**src/rtl/snake_pkg.sv**
```systemverilog
// Shared board geometry, cell colour codes and writer state encoding.
// Cell code bits [2:0] map to R,G,B on the VGA pixel path.
package snake_pkg;

  localparam int COLS  = 32;
  localparam int ROWS  = 24;
  localparam int CELLS = COLS * ROWS;

  localparam logic [7:0] CELL_BLACK   = 8'd0;
  localparam logic [7:0] CELL_BLUE    = 8'd1;
  localparam logic [7:0] CELL_GREEN   = 8'd2;
  localparam logic [7:0] CELL_CYAN    = 8'd3;
  localparam logic [7:0] CELL_RED     = 8'd4;
  localparam logic [7:0] CELL_MAGENTA = 8'd5;
  localparam logic [7:0] CELL_YELLOW  = 8'd6;
  localparam logic [7:0] CELL_WHITE   = 8'd7;

  typedef enum logic [1:0] {
    IDLE,
    DRAIN,
    CLEAR
  } wr_state_t;

endpackage

```
**src/rtl/tile_req_fifo.sv**
```systemverilog
// Synchronous request queue with flush; head word is always visible.
// Pointers wrap modulo DEPTH so non-power-of-two depths work.
module tile_req_fifo #(
  parameter int WIDTH = 18,
  parameter int DEPTH = 4
) (
  input  logic                         clk,
  input  logic                         reset,
  input  logic                         flush,
  input  logic                         push,
  input  logic [WIDTH-1:0]             wdata,
  input  logic                         pop,
  output logic [WIDTH-1:0]             rdata,
  output logic                         full,
  output logic                         empty,
  output logic [$clog2(DEPTH+1)-1:0]   count
);

  localparam int AW = (DEPTH > 1) ? $clog2(DEPTH) : 1;
  localparam int CW = $clog2(DEPTH + 1);

  logic [WIDTH-1:0] mem [DEPTH];
  logic [AW-1:0]    wptr;
  logic [AW-1:0]    rptr;
  logic             do_push;
  logic             do_pop;

  assign full    = count == CW'(DEPTH);
  assign empty   = count == '0;
  assign do_push = push && !full;
  assign do_pop  = pop && !empty;
  assign rdata   = mem[rptr];

  function automatic logic [AW-1:0] bump(
    input logic [AW-1:0] p
  );
    return (p == AW'(DEPTH - 1)) ? '0 : p + 1'b1;
  endfunction

  always_ff @(posedge clk or negedge reset) begin
    if (!reset) begin
      wptr  <= '0;
      rptr  <= '0;
      count <= '0;
    end else if (flush) begin
      wptr  <= '0;
      rptr  <= '0;
      count <= '0;
    end else begin
      if (do_push) wptr <= bump(wptr);
      if (do_pop)  rptr <= bump(rptr);
      case ({do_push, do_pop})
        2'b10:   count <= count + 1'b1;
        2'b01:   count <= count - 1'b1;
        default: count <= count;
      endcase
    end
  end

  always_ff @(posedge clk) begin
    if (do_push && !flush) mem[wptr] <= wdata;
  end

endmodule

```
**src/rtl/board_writer.sv**
```systemverilog
// Serialises game-logic cell writes and full-board fills onto the
// shared board RAM write port, yielding whenever the VGA reader owns it.
module board_writer #(
  parameter int FIFO_DEPTH = 4,
  parameter int COLS       = snake_pkg::COLS,
  parameter int ROWS       = snake_pkg::ROWS
) (
  input  logic       clk,
  input  logic       reset,
  input  logic       req_valid,
  output logic       req_ready,
  input  logic [4:0] req_x,
  input  logic [4:0] req_y,
  input  logic [7:0] req_data,
  input  logic       clear_start,
  input  logic [7:0] clear_data,
  input  logic       vga_re,
  output logic       mem_we,
  output logic [9:0] mem_waddr,
  output logic [7:0] mem_wdata,
  output logic       busy,
  output logic       done,
  output logic       err_oob
);
  import snake_pkg::*;

  localparam int         CW     = $clog2(FIFO_DEPTH + 1);
  localparam logic [4:0] X_LAST = 5'(COLS - 1);
  localparam logic [4:0] Y_LAST = 5'(ROWS - 1);
  localparam logic [5:0] Y_LIM  = 6'(ROWS);

  wr_state_t     state, state_d;
  logic          full, empty;
  logic [CW-1:0] count;
  logic [17:0]   head;
  logic          accept, oob, push, pop, flush;
  logic [4:0]    sx, sy, sx_d, sy_d;
  logic [7:0]    fill, fill_d;
  logic          we_d, done_d, oob_d;
  logic [9:0]    waddr_d;
  logic [7:0]    wdata_d;

  assign req_ready = reset && !full && state != CLEAR
                     && !clear_start;
  assign accept    = req_valid && req_ready;
  assign oob       = {1'b0, req_y} >= Y_LIM;
  assign push      = accept && !oob;
  assign busy      = state == CLEAR || !empty;

  tile_req_fifo #(
    .WIDTH (18),
    .DEPTH (FIFO_DEPTH)
  ) u_fifo (
    .clk   (clk),
    .reset (reset),
    .flush (flush),
    .push  (push),
    .wdata ({req_y, req_x, req_data}),
    .pop   (pop),
    .rdata (head),
    .full  (full),
    .empty (empty),
    .count (count)
  );

  always_comb begin
    state_d = state;
    pop     = 1'b0;
    flush   = 1'b0;
    sx_d    = sx;
    sy_d    = sy;
    fill_d  = fill;
    we_d    = 1'b0;
    waddr_d = mem_waddr;
    wdata_d = mem_wdata;
    done_d  = 1'b0;
    oob_d   = accept && oob;
    unique case (state)
      IDLE, DRAIN: begin
        if (clear_start) begin
          flush   = 1'b1;
          fill_d  = clear_data;
          sx_d    = '0;
          sy_d    = '0;
          state_d = CLEAR;
        end else begin
          pop = !empty && !vga_re;
          if (pop) begin
            we_d    = 1'b1;
            waddr_d = head[17:8];
            wdata_d = head[7:0];
          end
          state_d = (push || count > CW'(pop)) ? DRAIN : IDLE;
        end
      end
      CLEAR: begin
        if (!vga_re) begin
          we_d    = 1'b1;
          waddr_d = {sy, sx};
          wdata_d = fill;
          if (sx == X_LAST && sy == Y_LAST) begin
            done_d  = 1'b1;
            sx_d    = '0;
            sy_d    = '0;
            state_d = IDLE;
          end else if (sx == X_LAST) begin
            sx_d = '0;
            sy_d = sy + 1'b1;
          end else begin
            sx_d = sx + 1'b1;
          end
        end
      end
      default: state_d = IDLE;
    endcase
  end

  always_ff @(posedge clk or negedge reset) begin
    if (!reset) begin
      state     <= IDLE;
      sx        <= '0;
      sy        <= '0;
      fill      <= '0;
      mem_we    <= 1'b0;
      mem_waddr <= '0;
      mem_wdata <= '0;
      done      <= 1'b0;
      err_oob   <= 1'b0;
    end else begin
      state     <= state_d;
      sx        <= sx_d;
      sy        <= sy_d;
      fill      <= fill_d;
      mem_we    <= we_d;
      mem_waddr <= waddr_d;
      mem_wdata <= wdata_d;
      done      <= done_d;
      err_oob   <= oob_d;
    end
  end

endmodule

```
**config.mk**
```make
export PLATFORM = sky130hd
export DESIGN_NAME = board_writer
export DESIGN_NICKNAME = d
export VERILOG_FILES = /design/src/rtl/snake_pkg.sv /design/src/rtl/tile_req_fifo.sv /design/src/rtl/board_writer.sv
export SDC_FILE = /design/constraint.sdc
export NUM_CORES = 1
export LEC_CHECK = 0
export BUFFER_PORTS_ARGS = -buffer_cell sky130_fd_sc_hd__buf_4
export CAP_MARGIN = 20
export CORE_UTILIZATION = 40
export CTS_BUF_LIST = sky130_fd_sc_hd__clkbuf_4
export DETAILED_ROUTE_END_ITERATION = 6
export GPL_TIMING_DRIVEN = 0
export PLACE_DENSITY = 0.6
export SLEW_MARGIN = 20
export SYNTH_ARGS = -nofsm -noshare
export SYNTH_HDL_FRONTEND = slang
export SYNTH_SLANG_ARGS = --single-unit
```
**constraint.sdc**
```tcl
create_clock -name clk -period 2.22 [get_ports clk]
set_input_delay 0.333 -clock clk [delete_from_list [all_inputs] [get_ports clk]]
set_output_delay 0.333 -clock clk [all_outputs]
set_load 0.02 [all_outputs]
```
* Word level (Yosys, flattened, before mapping)
Memory sizes are Yosys's and may differ from the RTL's.
Index checks and enable logic that the tools add are counted.
** Storage, ports and cells
- Bits of input ports :: 31
- Register bits after elaboration :: 48
- Memories kept :: 1
- Bits in writable memories :: 72
- Logic and storage cells :: 111
** Cells by class
- $lt $le $gt $ge :: 2
- Mux-type cells :: 43
- Equal/unequal tests :: 16
- Reductions and logical operators :: 31
- $add $sub $neg :: 6
** Memory list
- u_fifo.mem :: depth 4, bits a word 18, rd ports 1, clocked after memory_dff 0, write ports 1, line tile_req_fifo.sv:22 : logic [WIDTH-1:0] mem [DEPTH];
** Operators with widths (number)
- 5-bit 2-to-1 mux :: 7
- 10-bit 2-to-1 mux :: 3
- 8-bit 2-to-1 mux :: 3
- 10-bit case mux with 2 select lines :: 1
- 5-bit case mux with 2 select lines :: 2
- 2-bit 2-to-1 mux :: 9
- 8-bit case mux with 2 select lines :: 1
- 1-bit 2-to-1 mux :: 13
- 1-bit logical AND :: 11
- 5-bit by 1-bit adder with 5-bit output (second input constant) :: 2
- 5-bit == test (second input constant) :: 2
- 2-bit != test (second input constant) :: 5
- 2-bit == test (second input constant) :: 4
- 4-bit AND reduction :: 2
- 1-bit logical NOT :: 6
- 3-bit case mux with 2 select lines :: 1
- 2-bit nonzero test :: 3
- 5-bit greater-or-equal comparator (second input constant) :: 1
- 2-bit by 1-bit adder with 2-bit output (second input constant) :: 2
- 2-bit by 1-bit == test with 1-bit output (second input constant) :: 2
- 2-bit case mux with 2 select lines :: 1
- 2-bit AND reduction :: 2
- 3-bit by 1-bit adder with 3-bit output (second input constant) :: 1
- 3-bit == test (second input constant) :: 1
- 12 further kinds :: 13

* Longest topological paths before layout
- Word-level depth :: 11
- Depth in mapped cells :: 10
- Mapped depth without buffers :: 8

* Hierarchy
Synthesis repeated with hierarchy kept, for this count alone.
** Second synthesis, totals
- Cell total of the unflattened synthesis :: 335
- Area, all modules :: 5212.5 um^2
** Modules (own cells, without submodules)
- tile_req_fifo :: area each 3218.1 um^2, times used 1, cells an instance 161
- board_writer :: area each 1994.4 um^2, times used 1, cells an instance 174

* Worst setup path before layout
OpenSTA, ideal clock, no wires.
- Path type :: register -> register
- Start :: reg state[1]
- End :: reg u_fifo.count[2]
- Buffers on the path :: 2
- Arrival time :: 2.121 ns
- Stages on the path, launching flop included :: 10
- Slack :: -0.036 ns
- Path through :: dfrtp_1 nor2b_1 clkbuf_1 nor4b_2 buf_2 nor2_1 fa_1 and2_1 o21ai_0 o211ai_1
** On the way
- Longest elaborated chain between the ends :: 9
- Elaborated cells on any way between the ends :: 17
** RTL lines
- from (decl) :: line board_writer.sv:32 : wr_state_t state, state_d;
- from (signal assigned) :: line board_writer.sv:130 : state <= state_d;
- 2-bit != test :: line board_writer.sv:43 : assign req_ready = reset && !full && state != CLEAR
- 1-bit logical AND :: line board_writer.sv:43
- 1-bit logical AND :: line board_writer.sv:44 : && !clear_start;
- 1-bit logical AND :: line board_writer.sv:45 : assign accept = req_valid && req_ready;
- 1-bit logical AND :: line board_writer.sv:47 : assign push = accept && !oob;
- 1-bit logical AND :: line tile_req_fifo.sv:30 : assign do_push = push && !full;
- 2-bit by 1-bit == test with 1-bit output / 2-bit == test (equally long branches) :: line tile_req_fifo.sv:52 : case ({do_push, do_pop})
- 3-bit case mux with 2 select lines :: line tile_req_fifo.sv:52
- 3-bit 2-to-1 mux :: line tile_req_fifo.sv:45 : end else if (flush) begin
- to (signal assigned) :: line tile_req_fifo.sv:53 : 2'b10: count <= count + 1'b1;
- to (signal assigned) :: line tile_req_fifo.sv:54 : 2'b01: count <= count - 1'b1;
- to (signal assigned) :: line tile_req_fifo.sv:55 : default: count <= count;
- to (decl) :: line tile_req_fifo.sv:16 : output logic [$clog2(DEPTH+1)-1:0] count
Parallel ways exist; a longest one is shown, timed or not.
A chain may end at the register's enable or synchronous reset.

* Worst setup path in the final report
Ends and elaborated chain as after synthesis.

==> flow_summary.html <==
<table>
<tr><th>Metric</th><th>Value</th></tr>
<tr><th colspan="2">Route</th></tr>
<tr><td>Post-detailed-routing wire length</td><td>between 10000 and 15000 microns</td></tr>
<tr><td># DRC</td><td>0</td></tr>
<tr><td>First-iteration detailed-routing DRC count</td><td>~130</td></tr>
<tr><td>Final antenna-violating net count</td><td>0</td></tr>
<tr><td>DR vias/cell</td><td>about 5.0</td></tr>
<tr><td>Via count of the routed design</td><td>around 3200</td></tr>
<tr><td>Length of the first detailed-routing pass in iterations</td><td>4</td></tr>
<tr><td>DR WL/cell</td><td>about 17 microns</td></tr>
<tr><th colspan="2">Die</th></tr>
<tr><td>Starting density of the core</td><td>41.59%</td></tr>
<tr><td>Die Ht</td><td>~110 microns</td></tr>
<tr><td>Core region area</td><td>approximately 0.012 sq mm</td></tr>
<tr><td>Count of standard-cell rows</td><td>40</td></tr>
<tr><td>Die ar.</td><td>0.01310 sq mm</td></tr>
<tr><td>Die X</td><td>between 100 and 150 microns</td></tr>
<tr><td>I/O Pins</td><td>54</td></tr>
<tr><th colspan="2">Pwr</th></tr>
<tr><td>Power density over cell area</td><td>around 1200 mW/mm^2</td></tr>
<tr><td>VDD IR max</td><td>between 0.3 and 0.4 mV</td></tr>
<tr><td>Cell leakage power</td><td>between 2 and 2.5 nW</td></tr>
<tr><th colspan="2">GRT</th></tr>
<tr><td>Busiest layer in global routing</td><td>met2</td></tr>
<tr><td>Met1 Use GR</td><td>23.58%</td></tr>
<tr><td>Maximum number of pins on one net before global-route repair</td><td>approximately 50</td></tr>
<tr><td>Total global routing overflow</td><td>0</td></tr>
<tr><td>Vias in the first global route</td><td>approximately 3300</td></tr>
<tr><td>Antenna violations before repair</td><td>1</td></tr>
<tr><td>First-pass GRT wire length</td><td>17080 microns</td></tr>
<tr><td>Overall track demand over capacity in global routing</td><td>a little under a fifth</td></tr>
<tr><td>Global routing usage on met3</td><td>4.341%</td></tr>
<tr><td>Met2 Track Usage GR</td><td>between 20% and 30%</td></tr>
<tr><th colspan="2">Job</th></tr>
<tr><td>Reported max-cap violation count</td><td>0</td></tr>
<tr><th colspan="2">Logic synthesis</th></tr>
<tr><td>Area share of the largest cell type after synthesis</td><td>between 40 and 50%</td></tr>
<tr><td>Sequential-to-total area share from yosys stat</td><td>66.49%</td></tr>
<tr><td>Post-synth top area cell</td><td>sky130_fd_sc_hd__edfxtp_1</td></tr>
<tr><td>Most common flop cell mapped by yosys</td><td>sky130_fd_sc_hd__edfxtp_1</td></tr>
<tr><td>Post-synth design cell area</td><td>about 0.0051 sq mm</td></tr>
<tr><td>Share of flip-flops with an asynchronous set or reset</td><td>40.00%</td></tr>
<tr><td>Top cells by area in the synthesized netlist</td><td>sky130_fd_sc_hd__edfxtp_1 (43%), sky130_fd_sc_hd__dfrtp_1 (24%), sky130_fd_sc_hd__mux4_2 (8.0%)</td></tr>
<tr><td>Number of nets produced by synthesis</td><td>392</td></tr>
<tr><td>Synthesized flop and latch total</td><td>between 100 and 150</td></tr>
<tr><td>Commonest cells in the synthesized netlist</td><td>sky130_fd_sc_hd__edfxtp_1 (72), sky130_fd_sc_hd__nand2_1 (59), sky130_fd_sc_hd__dfrtp_1 (48)</td></tr>
<tr><td>Number of cells produced by synthesis</td><td>~350</td></tr>
<tr><td>Syn. warnings</td><td>0</td></tr>
<tr><td>Post-synth EDFFs</td><td>a little over 70</td></tr>
<tr><td>Yosys cell types</td><td>slightly below 50</td></tr>
<tr><td>Library cell with the highest instance count after synthesis</td><td>sky130_fd_sc_hd__edfxtp_1</td></tr>
<tr><td>Average cell area after synthesis</td><td>around 14 sq um</td></tr>
<tr><th colspan="2">STA</th></tr>
<tr><td>RSZ-0062 raised after global routing</td><td>false</td></tr>
<tr><td>Relative max-transition margin</td><td>a little under three fifths</td></tr>
<tr><td>Clk_skew</td><td>between 0.01 and 0.015 ns</td></tr>
<tr><td>Setup total negative slack</td><td>0 ns</td></tr>
<tr><td>Share of the cycle needed by the critical path after routing</td><td>96.20%</td></tr>
<tr><td>Final count of pins violating max slew</td><td>0</td></tr>
<tr><td>Final setup vio count</td><td>0</td></tr>
<tr><td>Min Clock Period, post-route</td><td>around 2.1 ns</td></tr>
<tr><td>Final worst-path setup slack</td><td>~0.084 ns</td></tr>
<tr><td>Highest achievable clock rate</td><td>468.2 MHz</td></tr>
<tr><td>Slew at the pin closest to its max-slew limit</td><td>between 0.6 and 0.7 ns</td></tr>
<tr><td>Final hold viol count</td><td>0</td></tr>
<tr><th colspan="2">Critical path</th></tr>
<tr><td>Critical Path Fanout Max</td><td>6</td></tr>
<tr><td>Sort of element at the start of the critical path</td><td>flop</td></tr>
<tr><td>Startpoint of the worst-slack reg-to-reg timing path</td><td>state[1]</td></tr>
<tr><td>R2R depth</td><td>9</td></tr>
<tr><td>Crit path DAT</td><td>~2.6 ns</td></tr>
<tr><td>Worst Setup End Kind</td><td>flop</td></tr>
<tr><td>Required time of the critical path</td><td>between 2 and 3 ns</td></tr>
<tr><td>Worst setup path startpoint</td><td>state[1]</td></tr>
<tr><td>Worst setup path category</td><td>flop to flop</td></tr>
<tr><td>Worst Setup EP</td><td>u_fifo.count[2]</td></tr>
<tr><td>Worst R2R End</td><td>u_fifo.count[2]</td></tr>
<tr><td>FF-to-FF setup slack</td><td>approximately 0.084 ns</td></tr>
<tr><th colspan="2">Clocking</th></tr>
<tr><td>Clock tree root driver cell</td><td>sky130_fd_sc_hd__clkbuf_4</td></tr>
<tr><td>Clock transition at the registers of the reported paths</td><td>0.12 ns</td></tr>
<tr><td>Worst skew pair latency</td><td>0.55 ns</td></tr>
<tr><td>Deepest level of the CTS H-tree</td><td>4</td></tr>
<tr><td>Max Root-Sink Buffers</td><td>2</td></tr>
<tr><td>Clock sink total</td><td>120</td></tr>
<tr><td>CTS Buf Count</td><td>17</td></tr>
<tr><td>Clock tree from TritonCTS</td><td>yes</td></tr>
<tr><th colspan="2">Cells and area</th></tr>
<tr><td>Filler cell count in the final layout</td><td>roughly 1100</td></tr>
<tr><td>Synthesis-to-finish area growth</td><td>25.15%</td></tr>
<tr><td>Number of nets in the layout</td><td>approximately 500</td></tr>
<tr><td>Fraction of final layout cells sized beyond drive strength 1</td><td>29.40%</td></tr>
<tr><th colspan="2">Placement</th></tr>
<tr><td>Worst setup timing slack at the placement stage</td><td>-0.7578 ns</td></tr>
<tr><td>Count of buffers inserted at the top-level ports</td><td>52</td></tr>
<tr><td>GP Congestion</td><td>0.8205</td></tr>
<tr><td>Detailed-placement wirelength estimate</td><td>between 6000 and 7000 microns</td></tr>
<tr><th colspan="2">Hold path</th></tr>
<tr><td>Hold crit path type</td><td>input port to flop</td></tr>
<tr><th colspan="2">Status</th></tr>
<tr><td>Outcome</td><td>complete, no violations</td></tr>
</table>
[per-layer routing]
metal	routed length (microns)	vias up
met5	0	-
met4	240	0
met3	275	16
met2	5069	45
met1	4965	1596
li1	-	1528
[cells by family after synthesis]
family                     Yosys count  synth area share, %
buffers and inverters               24                2.127
muxes                               21                8.608
xor gates and xnor gates             1               0.1732
adders and majority gates           10                2.622
DFF                                120                66.49
AOI/OAI and AO/OA                   68                9.572
and+or+nand+nor                    107                10.41
[registers in the layout, summed over array words and instances (netlist names), 2 cells and up]
register and count:
state 2, u_fifo.rptr 2, u_fifo.wptr 2, mem_waddr 10, u_fifo.count 3, sx 5
mem_wdata 8, u_fifo.mem 72, fill 8, sy 5
[how the worst min path moves through the flow]
stage                          from      endpoint  depth (start not counted)
after global placement        reset  mem_wdata[6]                          1
after detailed placement      reset  mem_wdata[6]                          1
after global routing      req_valid       err_oob                          2
after floorplan               reset          done                          0
final                     req_valid       err_oob                          2
after CTS                 req_valid       err_oob                          2
[cell type report]
type	count	area [sq um]	share of cell area (%)
flip-flops and latches	120	3364	53.14
multi-input cells	207	1649	26.05
repair buffers	85	740.7	11.70
well taps	168	210.2	3.320
clock buffers	18	135.1	2.134
clock inverters	14	125.1	1.976
plain buffers	15	77.57	1.225
inverters	7	26.28	0.4150
diodes	1	2.502	0.03953
[repair_timing]
item                                    4_1_cts  5_1_grt
buffers inserted                              3        1
endpoints found under the setup margin       76        2
resized for setup                            13       10
hold buffers                                 29        0
hold endpoints to repair                    129        0
pin swaps                                     1        3
[through the flow]
| step | power, W | hold WS [ns] | utilization (%) | area, sq um | instances |
|---|---|---|---|---|---|
| 6_report | 0.007346 | 0.07554 | 52.06 | 6331 | 635 |
| 5_1_grt | 0.007817 | 0.04090 | 52.06 | 6331 | 635 |
| 4_1_cts | 0.007376 | 0.03046 | 51.64 | 6280 | 633 |
| 3_5_place_dp | 0.005870 | 0.4029 | 46.55 | 5662 | 571 |
| 3_3_place_gp | 0.005814 | 0.3971 | 46.55 | 5662 | 571 |
| 2_1_floorplan | 0.004971 | 0.03741 | - | 5061 | 351 |
[placed cells by master (no fill, tap or decap), drive strengths merged, types with 6 or more instances in the layout]
cell type,netlist,routed
nor2,10,10
nor3,6,6
nand2,59,59
and2,7,7
dfrtp,48,48
mux4,18,18
buf,8,66
a21oi,21,21
edfxtp,72,72
dlygate4sd3,0,28
o31ai,9,9
ha,9,9
o21ai,10,10
inv,7,10
clkbuf,9,24
a2bb2oi,18,18
[power by group]
part | switching [W] | total [W] | internal (W)
registers | 0.000376 | 0.00317 | 0.00279
logic | 0.00148 | 0.00275 | 0.00127
clock network | 0.000860 | 0.00143 | 0.000569
[critical path, stage by stage (launching register included)]
cell                       delay, ns
sky130_fd_sc_hd__dfrtp_2        0.46
sky130_fd_sc_hd__nor2b_2        0.22
sky130_fd_sc_hd__nor4b_4        0.30
sky130_fd_sc_hd__buf_4          0.16
sky130_fd_sc_hd__nor2_1         0.05
sky130_fd_sc_hd__fa_2           0.42
sky130_fd_sc_hd__nor2_1         0.11
sky130_fd_sc_hd__o31ai_1        0.07
sky130_fd_sc_hd__o31ai_1        0.08
sky130_fd_sc_hd__o211ai_1       0.13
(Power assumes the default switching activity.)
